==> src/rtl/bg_frame_loader_if.sv <==
`default_nettype none
// ============================================================================
//  Module      : bg_frame_loader_if
//  Description : Byte-stream input and BRAM write / status output bundle of
//                the background frame loader.
//  Revision    : 1.0 - initial release
// ============================================================================
interface bg_frame_loader_if #(
    parameter int ADDR_W = 17
);
    logic [7:0]        rx_data;
    logic              rx_valid;
    logic              mem_we;
    logic [ADDR_W-1:0] mem_addr;
    logic [11:0]       mem_din;
    logic              busy;
    logic              loaded;
    logic              done;
    logic              err;

    // Loader side: consumes the UART byte stream, drives the BRAM port and status
    modport master (
        input  rx_data, rx_valid,
        output mem_we, mem_addr, mem_din, busy, loaded, done, err
    );

    // Environment side: byte source, BRAM and status consumer
    modport slave (
        output rx_data, rx_valid,
        input  mem_we, mem_addr, mem_din, busy, loaded, done, err
    );
endinterface
`default_nettype wire

==> src/rtl/bg_frame_loader.sv <==
`default_nettype none
// ============================================================================
//  Module      : bg_frame_loader
//  Description : Receives a framed byte stream (A5 5A, pixel byte pairs, XOR
//                checksum), packs pairs into RGB444 pixels and writes them
//                sequentially into the background BRAM write port.
//  Revision    : 1.0 - initial release
// ============================================================================
module bg_frame_loader #(
    parameter int H_PIX   = 320,
    parameter int V_PIX   = 240,
    parameter int ADDR_W  = 17,
    parameter int TIMEOUT = 2_500_000
) (
    input  wire                   clk,
    input  wire                   reset,
    bg_frame_loader_if.master     bus
);

    localparam int                c_TMO_W    = $clog2(TIMEOUT + 1);
    localparam logic [ADDR_W-1:0] c_LAST_PIX = ADDR_W'(H_PIX * V_PIX - 1);
    localparam logic [c_TMO_W-1:0] c_TMO_LAST = c_TMO_W'(TIMEOUT - 1);
    localparam logic [7:0]        c_SYNC0    = 8'hA5;
    localparam logic [7:0]        c_SYNC1    = 8'h5A;

    typedef enum logic [2:0] {
        S_IDLE = 3'd0,
        S_SYNC = 3'd1,
        S_HI   = 3'd2,
        S_LO   = 3'd3,
        S_CHK  = 3'd4
    } state_t;

    state_t              state_q,  state_d;
    logic [3:0]          nib_q,    nib_d;
    logic [7:0]          csum_q,   csum_d;
    logic [ADDR_W-1:0]   cnt_q,    cnt_d;
    logic [c_TMO_W-1:0]  tmo_q,    tmo_d;
    logic                we_q,     we_d;
    logic [ADDR_W-1:0]   addr_q,   addr_d;
    logic [11:0]         din_q,    din_d;
    logic                loaded_q, loaded_d;
    logic                done_q,   done_d;
    logic                err_q,    err_d;

    // State and datapath registers; reset aborts any frame in progress at once
    always_ff @(posedge clk or negedge reset) begin
        if (!reset) begin
            state_q  <= S_IDLE;
            nib_q    <= '0;
            csum_q   <= '0;
            cnt_q    <= '0;
            tmo_q    <= '0;
            we_q     <= 1'b0;
            addr_q   <= '0;
            din_q    <= '0;
            loaded_q <= 1'b0;
            done_q   <= 1'b0;
            err_q    <= 1'b0;
        end else begin
            state_q  <= state_d;
            nib_q    <= nib_d;
            csum_q   <= csum_d;
            cnt_q    <= cnt_d;
            tmo_q    <= tmo_d;
            we_q     <= we_d;
            addr_q   <= addr_d;
            din_q    <= din_d;
            loaded_q <= loaded_d;
            done_q   <= done_d;
            err_q    <= err_d;
        end
    end

    // Frame parser: next state, pixel packing, checksum, timeout and pulses
    always_comb begin
        state_d  = state_q;
        nib_d    = nib_q;
        csum_d   = csum_q;
        cnt_d    = cnt_q;
        tmo_d    = tmo_q;
        we_d     = 1'b0;
        addr_d   = addr_q;
        din_d    = din_q;
        loaded_d = loaded_q;
        done_d   = 1'b0;
        err_d    = 1'b0;

        // The write address advances after each write cycle and parks on the last pixel
        if (we_q && (addr_q != c_LAST_PIX)) begin
            addr_d = addr_q + ADDR_W'(1);
        end

        // Inactivity watchdog: only runs inside a frame, restarts on every byte
        if (state_q == S_IDLE || bus.rx_valid) begin
            tmo_d = '0;
        end else if (tmo_q == c_TMO_LAST) begin
            tmo_d   = '0;
            err_d   = 1'b1;
            state_d = S_IDLE;
        end else begin
            tmo_d = tmo_q + c_TMO_W'(1);
        end

        if (bus.rx_valid) begin
            case (state_q)
                S_IDLE: begin
                    if (bus.rx_data == c_SYNC0) begin
                        state_d = S_SYNC;
                    end
                end
                S_SYNC: begin
                    if (bus.rx_data == c_SYNC1) begin
                        state_d  = S_HI;
                        csum_d   = '0;
                        cnt_d    = '0;
                        addr_d   = '0;
                        loaded_d = 1'b0;
                    end else if (bus.rx_data != c_SYNC0) begin
                        // Broken preamble is silently dropped, not reported
                        state_d = S_IDLE;
                    end
                end
                S_HI: begin
                    nib_d   = bus.rx_data[3:0];
                    csum_d  = csum_q ^ bus.rx_data;
                    state_d = S_LO;
                end
                S_LO: begin
                    we_d   = 1'b1;
                    din_d  = {nib_q, bus.rx_data};
                    csum_d = csum_q ^ bus.rx_data;
                    if (cnt_q == c_LAST_PIX) begin
                        state_d = S_CHK;
                    end else begin
                        cnt_d   = cnt_q + ADDR_W'(1);
                        state_d = S_HI;
                    end
                end
                S_CHK: begin
                    if (bus.rx_data == csum_q) begin
                        done_d   = 1'b1;
                        loaded_d = 1'b1;
                    end else begin
                        err_d = 1'b1;
                    end
                    state_d = S_IDLE;
                end
                default: begin
                    state_d = S_IDLE;
                end
            endcase
        end
    end

    assign bus.mem_we   = we_q;
    assign bus.mem_addr = addr_q;
    assign bus.mem_din  = din_q;
    assign bus.busy     = (state_q != S_IDLE);
    assign bus.loaded   = loaded_q;
    assign bus.done     = done_q;
    assign bus.err      = err_q;

endmodule
`default_nettype wire

==> src/flat_wrapper.sv <==
// flat-port wrapper written by rule: the top's interface ports become plain ports
module bg_frame_loader_flat 
#(
    parameter int H_PIX   = 320,
    parameter int V_PIX   = 240,
    parameter int ADDR_W  = 17,
    parameter int TIMEOUT = 2_500_000
)
  (clk, reset, bus_rx_data, bus_rx_valid, bus_mem_we, bus_mem_addr, bus_mem_din, bus_busy, bus_loaded, bus_done, bus_err);
  bg_frame_loader_if #(.ADDR_W(ADDR_W)) bus_i ();
  input  wire clk;
  input  wire reset;
  input wire logic [$bits(bus_i.rx_data)-1:0] bus_rx_data;
  input wire logic [$bits(bus_i.rx_valid)-1:0] bus_rx_valid;
  output wire logic [$bits(bus_i.mem_we)-1:0] bus_mem_we;
  output wire logic [$bits(bus_i.mem_addr)-1:0] bus_mem_addr;
  output wire logic [$bits(bus_i.mem_din)-1:0] bus_mem_din;
  output wire logic [$bits(bus_i.busy)-1:0] bus_busy;
  output wire logic [$bits(bus_i.loaded)-1:0] bus_loaded;
  output wire logic [$bits(bus_i.done)-1:0] bus_done;
  output wire logic [$bits(bus_i.err)-1:0] bus_err;
  assign bus_i.rx_data = bus_rx_data;
  assign bus_i.rx_valid = bus_rx_valid;
  assign bus_mem_we = bus_i.mem_we;
  assign bus_mem_addr = bus_i.mem_addr;
  assign bus_mem_din = bus_i.mem_din;
  assign bus_busy = bus_i.busy;
  assign bus_loaded = bus_i.loaded;
  assign bus_done = bus_i.done;
  assign bus_err = bus_i.err;
  bg_frame_loader #(.H_PIX(H_PIX), .V_PIX(V_PIX), .ADDR_W(ADDR_W), .TIMEOUT(TIMEOUT)) u_core (.clk(clk), .reset(reset), .bus(bus_i));
endmodule
==> config.mk <==
export PLATFORM = sky130hd
export DESIGN_NAME = bg_frame_loader_flat
export DESIGN_NICKNAME = d
export VERILOG_FILES = /design/src/rtl/bg_frame_loader_if.sv /design/src/rtl/bg_frame_loader.sv /design/src/flat_wrapper.sv
export SDC_FILE = /design/constraint.sdc
export NUM_CORES = 1
export LEC_CHECK = 0
export BUFFER_PORTS_ARGS = -buffer_cell sky130_fd_sc_hd__buf_4
export CELL_PAD_IN_SITES_DETAIL_PLACEMENT = 1
export CELL_PAD_IN_SITES_GLOBAL_PLACEMENT = 1
export CORE_MARGIN = 10
export CORE_UTILIZATION = 35
export DETAILED_ROUTE_END_ITERATION = 6
export GPL_ROUTABILITY_DRIVEN = 0
export PLACE_DENSITY_LB_ADDON = 0.08
export RECOVER_POWER = 100
export SETUP_SLACK_MARGIN = 0.1
export SYNTH_ARGS = -nofsm -noshare
export SYNTH_HDL_FRONTEND = slang
export SYNTH_SLANG_ARGS = --single-unit
==> constraint.sdc <==
create_clock -name clk -period 2.5 [get_ports clk]
set_clock_uncertainty 0.2 [all_clocks]
set_input_delay 0.125 -clock clk [delete_from_list [all_inputs] [get_ports clk]]
set_output_delay 0.125 -clock clk [all_outputs]
set_load 0.01 [all_outputs]
==> results.md, run 1 <==
* Arr. time, crit path at 2.28 ns
* Leak at 2.19 nW
* Yosys warns at 0
* Worst path required time at 2.52 ns
* Fin nets at 554
* Total power at 2.73 mW
* ANT cells at 0
* Worst-path clk slew at 0.06 ns
* DIE HEIGHT at 132 µm
* Sequential area share after synthesis at 0.492
* Layout cell share with drive strength beyond 1 at 0.0862
* CTS tree: done
* WL per Instance at 16.1 µm
* Synth-to-Final Area Change at 17.6%
* Antenna violations before repair at 0
* H-tree depth at 3
* Post-Route Setup TNS at 0 ns
* Worst setup SP type: flip-flop
* Worst path max stage delay at 0.59 ns
* Via count at 3,670
* R2R Setup Slk at 0.24 ns
* Die ar. at 17,500 µm²
* Drt total wl at 11,500 µm
* Total grt overflow at 0
* Iter 0 DRT Violations at 179
* Detail Placement HPWL at 8370 µm
* Status: finished clean
* Synth Area per Inst at 9.31 µm²
* Synth Register Bits at 87
* DRC viols at 0
* Unrepaired setup endpoints after global routing: false
* Critical path's slowest cell: o41a_1
* Post-Place Setup Slack at 0.149 ns
* Worst setup path class: reg -> reg
* Final worst slack at 0.237 ns
* Vias in the first global route at 4,004
* Die outline width at 132 µm
* Number of synthesized flops with an enable pin at 0
* Largest net degree at the start of global routing at 48
* Final hold violation count at 0
* Max Fclk at 442 MHz
* Total GRT Usage at 0.138
* Clock sinks at 87
* Critical Path Sink Type: flip-flop
* Placed cell area at 5000 µm²
* Worst relative slew slack at 0.206
* Critical Path Fanout Max at 11
* Crit-path leading delay family: compound AO/OA/AOI/OAI gates
* Max rail drop VDD at 0.219 mV
* Post-Syn Area at 4420 µm²
* Power per standard cell area at 524 nW/µm²
* Clock buffer count from CTS at 9
* Final worst-path cycle share at 0.905
* Routed Antenna Nets at 0
* Syn Nets at 489
* Core box area at 12,500 µm²
* CTS Root Cell: clkbuf_16
* Measured slew at the worst slew-check pin at 1.19 ns
* DR pass1 iterations at 4
* Clock Tree Buf Depth at 2
* Crit path buf inv count at 1
* Mapped Cells at 475
* Prevailing post-synth register cell: dfrtp_1
* Post-synth ARST share at 1.00
* Vias per inst at 5.12
* Worst min-delay path class: in -> reg
* First-pass GRT wire length at 20,300 µm
* Initial Util at 0.353
* Clk_lat worst skew at 0.34 ns
* Finished Cell Area at 5200 µm²
* Min Tclk post-route at 2.26 ns
* I/O pin count at 45
* Setup violators final at 0
* Slew Viols, Final at 0
* Yosys cell types at 50
* Critical Path, Cell by Cell: ha_1, nand4_1, o41a_1, nand2_1, clkbuf_2, nor2_1
* Final Util at 0.416
* Num rows at 41
* Max_cap viols at 0
* Port Buffer Count at 44
## Yosys cell counts (8+ instances only)
| cell type | n | area (µm²) |
|---|---|---|
| or3_1 | 8 | 50.1 |
| and3_1 | 10 | 62.6 |
| nand4_1 | 17 | 106 |
| nor3_1 | 13 | 65.1 |
| a21oi_1 | 13 | 65.1 |
| dfrtp_1 | 87 | 2180 |
| o21ai_0 | 29 | 145 |
| nor2_1 | 63 | 236 |
| xnor2_1 | 9 | 78.8 |
| nand2_1 | 71 | 267 |
| nand3_1 | 29 | 145 |
| xor2_1 | 36 | 315 |
| nand2b_1 | 8 | 50.1 |
## registers in the layout, summed over array words and instances, names as in the netlist
register and count:
u_core.bus.done 1, u_core.cnt_q 17, u_core.csum_q 8, u_core.bus.mem_we 1
u_core.nib_q 4, u_core.bus.err 1, u_core.tmo_q 22, u_core.bus.loaded 1
u_core.state_q 3, u_core.bus.mem_addr 17, u_core.bus.mem_din 12
## layout make-up
class / instances / area (µm²)
Tap cell: 172 / 215
Fill cell: 1517 / 7310
Sequential cell: 87 / 2180
Clock inverter: 4 / 22.5
Multi-Input combinational cell: 368 / 2150
Timing Repair Buffer: 67 / 377
Inverter: 7 / 26.3
Clock buffer: 12 / 236
## kinds of logic after synthesis
family          count (synthesis)  share of synthesized area
simple gates                  256                      0.300
xor+xnor                       45                     0.0891
mux                             4                     0.0102
compound gates                 60                     0.0786
buf+inv                        20                     0.0215
fa+ha+maj                       3                    0.00849
flops                          87                      0.492
## cell usage in the layout (no fill, tap or decap), drive strengths merged, types with 3 or more instances in the layout
master,synthesis,routed
clkinv,0,3
clkbuf,6,56
o211ai,4,4
nor4,7,7
o31ai,4,4
nor4b,3,3
nand2,72,72
mux2,4,4
xor2,36,36
buf,7,12
inv,7,7
xnor2,9,9
nand4,17,17
and3,12,12
or4,5,5
o21ai,33,33
nand3,29,29
dlygate4sd3,0,11
ha,3,3
dfrtp,87,87
nor2,64,64
or3,8,8
or4b,3,3
a21oi,13,13
nor3,14,14
nand2b,8,8
## routing by layer
metal	wire, µm	track usage	vias up
met5	0	0	-
met4	196	0.0568	0
met3	278	0.0254	14
met2	5420	0.222	42
met1	5650	0.178	1832
li1	-	-	1782
## worst register-to-register path: cells and delay by family (launching register included)
kind                       cells  cell delay (ns)
AOI/OAI and AO/OA              1             0.59
and+or+nand+nor                3             0.50
DFF                            1             0.39
buffers and inverters          1             0.25
adders and majority gates      1             0.22
## where the power goes
group	switching (mW)	total, mW	internal, mW
sequential	0.00188	1.41	1.41
combinational	0.0590	0.0927	0.0337
clock	0.552	1.22	0.670
## path summary, 6_finish.rpt
kind                                     endpoint  depth (start not counted)       startpoint
max                              u_core.tmo_q[17]                          6  u_core.tmo_q[0]
min                             u_core.state_q[0]                          5   bus_rx_data[0]
min reg2reg                u_core.bus.mem_din[11]                          2  u_core.nib_q[3]
max in group asynchronous        u_core.cnt_q[15]                          3            reset
min in group asynchronous        u_core.tmo_q[21]                          2            reset
max reg2reg                      u_core.tmo_q[17]                          6  u_core.tmo_q[0]
## per-stage QoR
| step | std cells | hold slack [ns] |
|---|---|---|
| 2_1_floorplan | 475 | -0.371 |
| 3_3_place_gp | 690 | -0.00730 |
| 3_5_place_dp | 690 | -0.0142 |
| 4_1_cts | 717 | 0.0628 |
| 5_1_grt | 717 | 0.128 |
| 6_report | 717 | 0.0681 |
## what timing repair did
action                                 CTS  global route
buffers inserted                         0             0
hold buffers                            11             0
endpoints found under the hold margin   66             0
resized for setup                        0             0
Power figures use the tool's default switching activity.
==> inputs of run 2 (changes only) <==
CTS_BUF_LIST = sky130_fd_sc_hd__clkbuf_16   (was unset)
PLACE_DENSITY_LB_ADDON = 0.1   (was 0.08)
==> results.md, run 2 (synthesized netlist as in run 1, its figures left out) <==
* Status: finished clean
* Max Fclk at 432 MHz
* I/O pin count at 45
* Critical path's slowest cell: dlygate4sd3_1
* Most frequent cells in the layout: dfrtp_1, nand2_1, nor2_1
* Worst Hold Slack at 0.0207 ns
* Max rail drop VDD at 0.307 mV
* Clock buffer count from CTS at 9
* ANT cells at 0
* Worst setup path class: in -> reg
* Post-CTS Resized at 0
* Critical Path, Cell by Cell: dlygate4sd3_1, buf_4, or4b_4, o21bai_4, nand2_1, or4_1, a21oi_1
* Leak at 2.23 nW
* Worst path max stage delay at 0.53 ns
* Vias in the first global route at 3,914
* Reg2reg path depth at 6
* Worst Min Path Start: bus_rx_data[7]
* Die ar. at 17,500 µm²
* Fin nets at 555
* DIE HEIGHT at 132 µm
* Total grt overflow at 0
* Setup violators final at 0
* WL per Instance at 16.3 µm
* RR Startpoint: u_core.cnt_q[1]
* Number of fill cells at 1,496
* Reg2reg end: u_core.cnt_q[16]
* CTS tree: done
* Critical Path Sink Type: flip-flop
* Clk_lat worst skew at 0.35 ns
* Via count at 3,714
* Layout cell share with drive strength beyond 1 at 0.0899
* Worst hold endpoint: u_core.csum_q[7]
* First-pass GRT wire length at 20,100 µm
* DR pass1 iterations at 4
* Max_cap viols at 0
* Num rows at 41
* Critical Path Fanout Max at 9
* Core box area at 12,500 µm²
* Crit path buf inv count at 2
* Clock Tree Buf Depth at 2
* Slew Viols, Final at 0
* Worst path required time at 2.57 ns
* Sequential Area at 2180 µm²
* Iter 0 DRT Violations at 204
* Die outline width at 132 µm
* Largest reg by FF count: u_core.tmo_q
* Commonest non-fill, non-tap cell in the layout: dfrtp_1
* Final worst-path cycle share at 0.925
* Vias per inst at 5.18
* Initial Util at 0.353
* Min Tclk post-route at 2.31 ns
* Antenna violations before repair at 0
* Measured slew at the worst slew-check pin at 1.13 ns
* Detail Placement HPWL at 8160 µm
* Unrepaired setup endpoints after global routing: false
* Largest net degree at the start of global routing at 45
* Final hold violation count at 0
* Worst-path clk slew at 0.06 ns
* CTS Root Cell: clkbuf_16
* Clock sinks at 87
* Synth-to-Final Area Change at 19.7%
* Drt total wl at 11,700 µm
* Multi-input gate area at 2140 µm²
* Routed Antenna Nets at 0
* H-tree depth at 3
* Worst relative slew slack at 0.247
* Worst setup SP type: input port
* DRC viols at 0
* Total GRT Usage at 0.138
* Power per standard cell area at 572 nW/µm²
* Worst Hold Depth at 4
* R2R Setup Slk at 0.28 ns
* Arr. time, crit path at 2.38 ns
* Worst min-delay path class: in -> reg
* Post-Route Setup TNS at 0 ns
* Crit-path leading delay family: simple AND/OR/NAND/NOR gates
* Largest register FFs at 22
* Port Buffer Count at 44
==> run 2: layer usage <==
layer,vias to the layer above,global-route usage,share of wire
met5,-,0,0
met2,44,0.220,0.48
li1,1787,-,-
met3,17,0.0280,0.027
met4,0,0.0605,0.019
met1,1866,0.179,0.48
==> run 2: power by group <==
part,internal [mW],leakage [nW],switching (mW)
Sequential,1.41,1.13,0.00194
Clock,0.963,0.168,0.564
Combinational,0.0320,0.934,0.0583
Total,2.40,2.23,0.624
==> run 2: worst max-delay path by stage <==
| stage | depth (start not counted) | slack [ns] | end | start |
|---|---|---|---|---|
| 2_1_floorplan | 5 | 0.43 | u_core.tmo_q[12] | u_core.tmo_q[11] |
| 3_3_place_gp | 6 | 0.24 | u_core.cnt_q[3] | bus_rx_data[2] |
| 3_5_place_dp | 6 | 0.21 | u_core.cnt_q[3] | bus_rx_data[2] |
| 4_1_cts | 7 | 0.14 | u_core.cnt_q[3] | bus_rx_data[1] |
| 5_1_grt | 7 | 0.06 | u_core.cnt_q[3] | bus_rx_data[1] |
| 6_report | 7 | 0.19 | u_core.cnt_q[3] | bus_rx_data[1] |
==> run 2: layout make-up <==
type	count	share of cell area
inverters	7	0.00496
flip-flops and latches	87	0.411
multi-input cells	368	0.404
repair buffers	68	0.0775
clock inverters	6	0.0194
well taps	172	0.0406
clock buffers	9	0.0425
==> run 2: stage by stage <==
stage               worst slack [ns]  utilization  cell area [µm²]  cells  power [mW]
detailed placement             0.212        0.400             5010    688        1.52
finish                         0.188        0.423             5300    717        3.03
floorplan                      0.431            -             4420    475        1.46
CTS                            0.138        0.434             5440    713        3.07
global placement               0.242        0.400             5010    688        1.52
global route                  0.0573        0.423             5300    717        3.14
==> run 2: repair_timing <==
item | 4_1_cts | 5_1_grt
hold buffers | 10 | 0
setup endpoints to repair | 0 | 2
hold endpoints to repair | 64 | 0
buffers inserted | 0 | 4
==> run 2: worst register-to-register path, stage by stage, from the launching register on <==
cell and delay [ns]:
dfrtp_1 0.41, ha_1 0.19, nand3_1 0.17, or3_1 0.46, nor4b_1 0.45, xnor2_1 0.18
nor2_1 0.05
==> inputs of run 3 (changes only) <==
ABC_AREA = 1   (was unset)
==> results.md, run 3 <==
* Status: finished clean
* Unrepaired setup endpoints after global routing: false
* Die outline width at 139 µm
* Prevailing post-synth register cell: dfrtp_1
* R2R Setup Slk at 0.36 ns
* Drt total wl at 13,400 µm
* Most frequent cells in the layout: nand2_1, dfrtp_1, nor2_1
* I/O pin count at 45
* Commonest cells in the netlist: nand2_1, dfrtp_1, nor2_1
* Core box area at 13,900 µm²
* Levels on crit path at 12
* CTS Root Cell: clkbuf_16
* Yosys cell types at 39
* Worst relative slew slack at 0.339
* Worst path required time at 2.56 ns
* Power per standard cell area at 715 nW/µm²
* Number of fill cells at 1,733
* Num rows at 43
* Layout cell share with drive strength beyond 1 at 0.0845
* Comb power frac at 0.228
* Max_cap viols at 0
* Mapped Cells at 637
* Post-Syn Area at 4940 µm²
* Final worst-path cycle share at 0.881
* Max Fclk at 454 MHz
* Reg2reg path depth at 9
* Final Util at 0.405
* Total grt overflow at 0
* Reg2reg end: u_core.bus.mem_addr[4]
* Largest net degree at the start of global routing at 51
* Via count at 4,288
* Clk_lat worst skew at 0.35 ns
* Syn Nets at 651
* Metal3 WL at 289 µm
* Critical path's slowest cell: dlygate4sd3_1
* Worst setup path class: in -> reg
* ANT cells at 0
* Vias per inst at 4.88
* Final std cells w/o fill at 878
* Most used cell, CP: nand2_1
* Post-synth ARST share at 1.00
* Metal1 wirelength at 6410 µm
* Sequential area share after synthesis at 0.440
* Arr. time, crit path at 2.27 ns
* # placed instances at 852
* Worst path max stage delay at 0.53 ns
* Largest reg by FF count: u_core.tmo_q
* Commonest non-fill, non-tap cell in the layout: nand2_1
* Metal2 WL at 6530 µm
* Iter 0 DRT Violations at 177
* CP endpoint: u_core.cnt_q[14]
* Setup violators final at 0
* Clock buffer count from CTS at 9
* Worst setup SP type: input port
* Max layer used: met4
* Total GRT Usage at 0.143
* Yosys top cell area share at 0.440
* Max rail drop VDD at 0.378 mV
* Worst min-delay path class: in -> async
* Clock power frac at 0.319
* Measured slew at the worst slew-check pin at 0.991 ns
* Antenna violations before repair at 0
* Critical Path Fanout Max at 29
* DRC viols at 0
* First-pass GRT wire length at 23,300 µm
* WL per Instance at 15.3 µm
* Internal power at 2.61 mW
* Detail Placement HPWL at 10,100 µm
* Synth area leader: dfrtp_1
* RR Startpoint: u_core.bus.mem_addr[0]
* Largest register FFs at 22
* Slew Viols, Final at 0
* Critical Path Sink Type: flip-flop
* Top cells by area, synth: dfrtp_1, nand2_1, nor2_1, xor2_1, inv_1
* Register share of total power at 0.453
* Postcts setup bufs at 0
* Yosys warns at 0
* Routed Antenna Nets at 0
* Synth Register Bits at 87
* Top-count cell post-synth: nand2_1
* Final hold violation count at 0
* Switching portion of total power at 0.351
* Number of synthesized flops with an enable pin at 0
* Initial Util at 0.356
* CTS tree: done
* Post-Route Setup TNS at 0 ns
* Leak at 2.50 nW
* H-tree depth at 3
* DR pass1 iterations at 4
* Clock sinks at 87
* Fin nets at 707
* Post-CTS Resized at 0
* Min Tclk post-route at 2.20 ns
* Critical Path, Cell by Cell: dlygate4sd3_1, buf_4, inv_1, nand2_1, nor3_1, a21oi_2, nor3_1, nand2_1, buf_4, inv_1, nand2_1, o21ai_0
* Crit-path leading delay family: buffers and inverters
* Worst-path clk slew at 0.07 ns
* Die ar. at 19,300 µm²
* Crit path buf inv count at 5
* CP startpoint: bus_rx_data[2]
* DIE HEIGHT at 139 µm
* Port Buffer Count at 44
* Clock Tree Buf Depth at 2
* Vias in the first global route at 4,649
* Synth Area per Inst at 7.76 µm²
* Synth-to-Final Area Change at 13.6%
* Net Sw Power at 1.41 mW
-- run 3: cell count changes after synthesis, moves of 7 or more --
cell and delta:
nand2_1 +94, inv_1 +61, nor2_1 +17, o21ai_0 -12, o21ai_1 +12, nand3_1 +10, and3_1 -9, inv_2 +8
nand2b_1 -8, or3_1 -8, nor2_2 +7
-- run 3: per-layer routing --
metal	track usage	vias to the layer above
li1	-	2146
met1	0.184	2092
met2	0.238	39
met3	0.0236	11
met4	0.0428	0
met5	0	-
-- run 3: logic make-up after synthesis --
kind of cell             count (synthesis)  synth area share
adder cells (fa/ha/maj)                  3           0.00759
AND/OR/NAND/NOR                        362             0.339
XOR/XNOR                                38            0.0673
AO/OA/AOI/OAI                           59            0.0701
flip-flops                              87             0.440
buffers and inverters                   88            0.0762
-- run 3: through the flow --
| stage | total power, mW | instance area, µm² | worst slack [ns] | hold WS (ns) |
|---|---|---|---|---|
| 6_report | 4.02 | 5620 | 0.297 | 0.262 |
| 5_1_grt | 4.29 | 5620 | 0.125 | 0.306 |
| 4_1_cts | 4.22 | 5820 | 0.381 | 0.125 |
| 3_5_place_dp | 2.91 | 5440 | 0.414 | -0.0515 |
| 3_3_place_gp | 2.86 | 5440 | 0.443 | -0.0516 |
| 2_1_floorplan | 2.45 | 4940 | 0.761 | -0.371 |
-- run 3: worst reg2reg max path, stage by stage, from the launching register on --
cell,delay [ns]
dfrtp_1,0.41
ha_1,0.22
nand4_2,0.15
nor2_1,0.22
nand2_1,0.10
nand2_2,0.22
inv_2,0.16
nand2_1,0.10
xor2_1,0.16
nor2_1,0.06
-- run 3: worst min path at each step --
stage | end | from
3_5_place_dp | u_core.tmo_q[10] | reset
3_3_place_gp | u_core.tmo_q[11] | reset
5_1_grt | u_core.bus.mem_din[11] | u_core.nib_q[3]
4_1_cts | u_core.tmo_q[10] | reset
6_report | u_core.tmo_q[10] | reset
2_1_floorplan | u_core.bus.done | reset
-- run 3: repair_timing --
item,CTS,global route
endpoints found under the hold margin,63,0
setup endpoints to repair,0,0
hold buffers,10,0
-- run 3: area by class of cell --
type / instances / area (µm²) / area share
Clock buffer: 9 / 225 / 0.0401
Sequential cell: 87 / 2180 / 0.388
Inverter: 76 / 285 / 0.0508
Multi-Input combinational cell: 462 / 2340 / 0.416
Clock inverter: 7 / 48.8 / 0.00869
Tap cell: 180 / 225 / 0.0401
Timing Repair Buffer: 57 / 319 / 0.0568
-- run 3: power by group through the flow --
stage / combinational [mW] / clock (mW) / sequential, mW
after CTS: 1.07 / 1.32 / 1.82
after detailed placement: 1.05 / 0 / 1.85
after floorplan: 0.583 / 0 / 1.87
final: 0.914 / 1.28 / 1.82
after global routing: 1.05 / 1.38 / 1.86
after global placement: 1.03 / 0 / 1.84
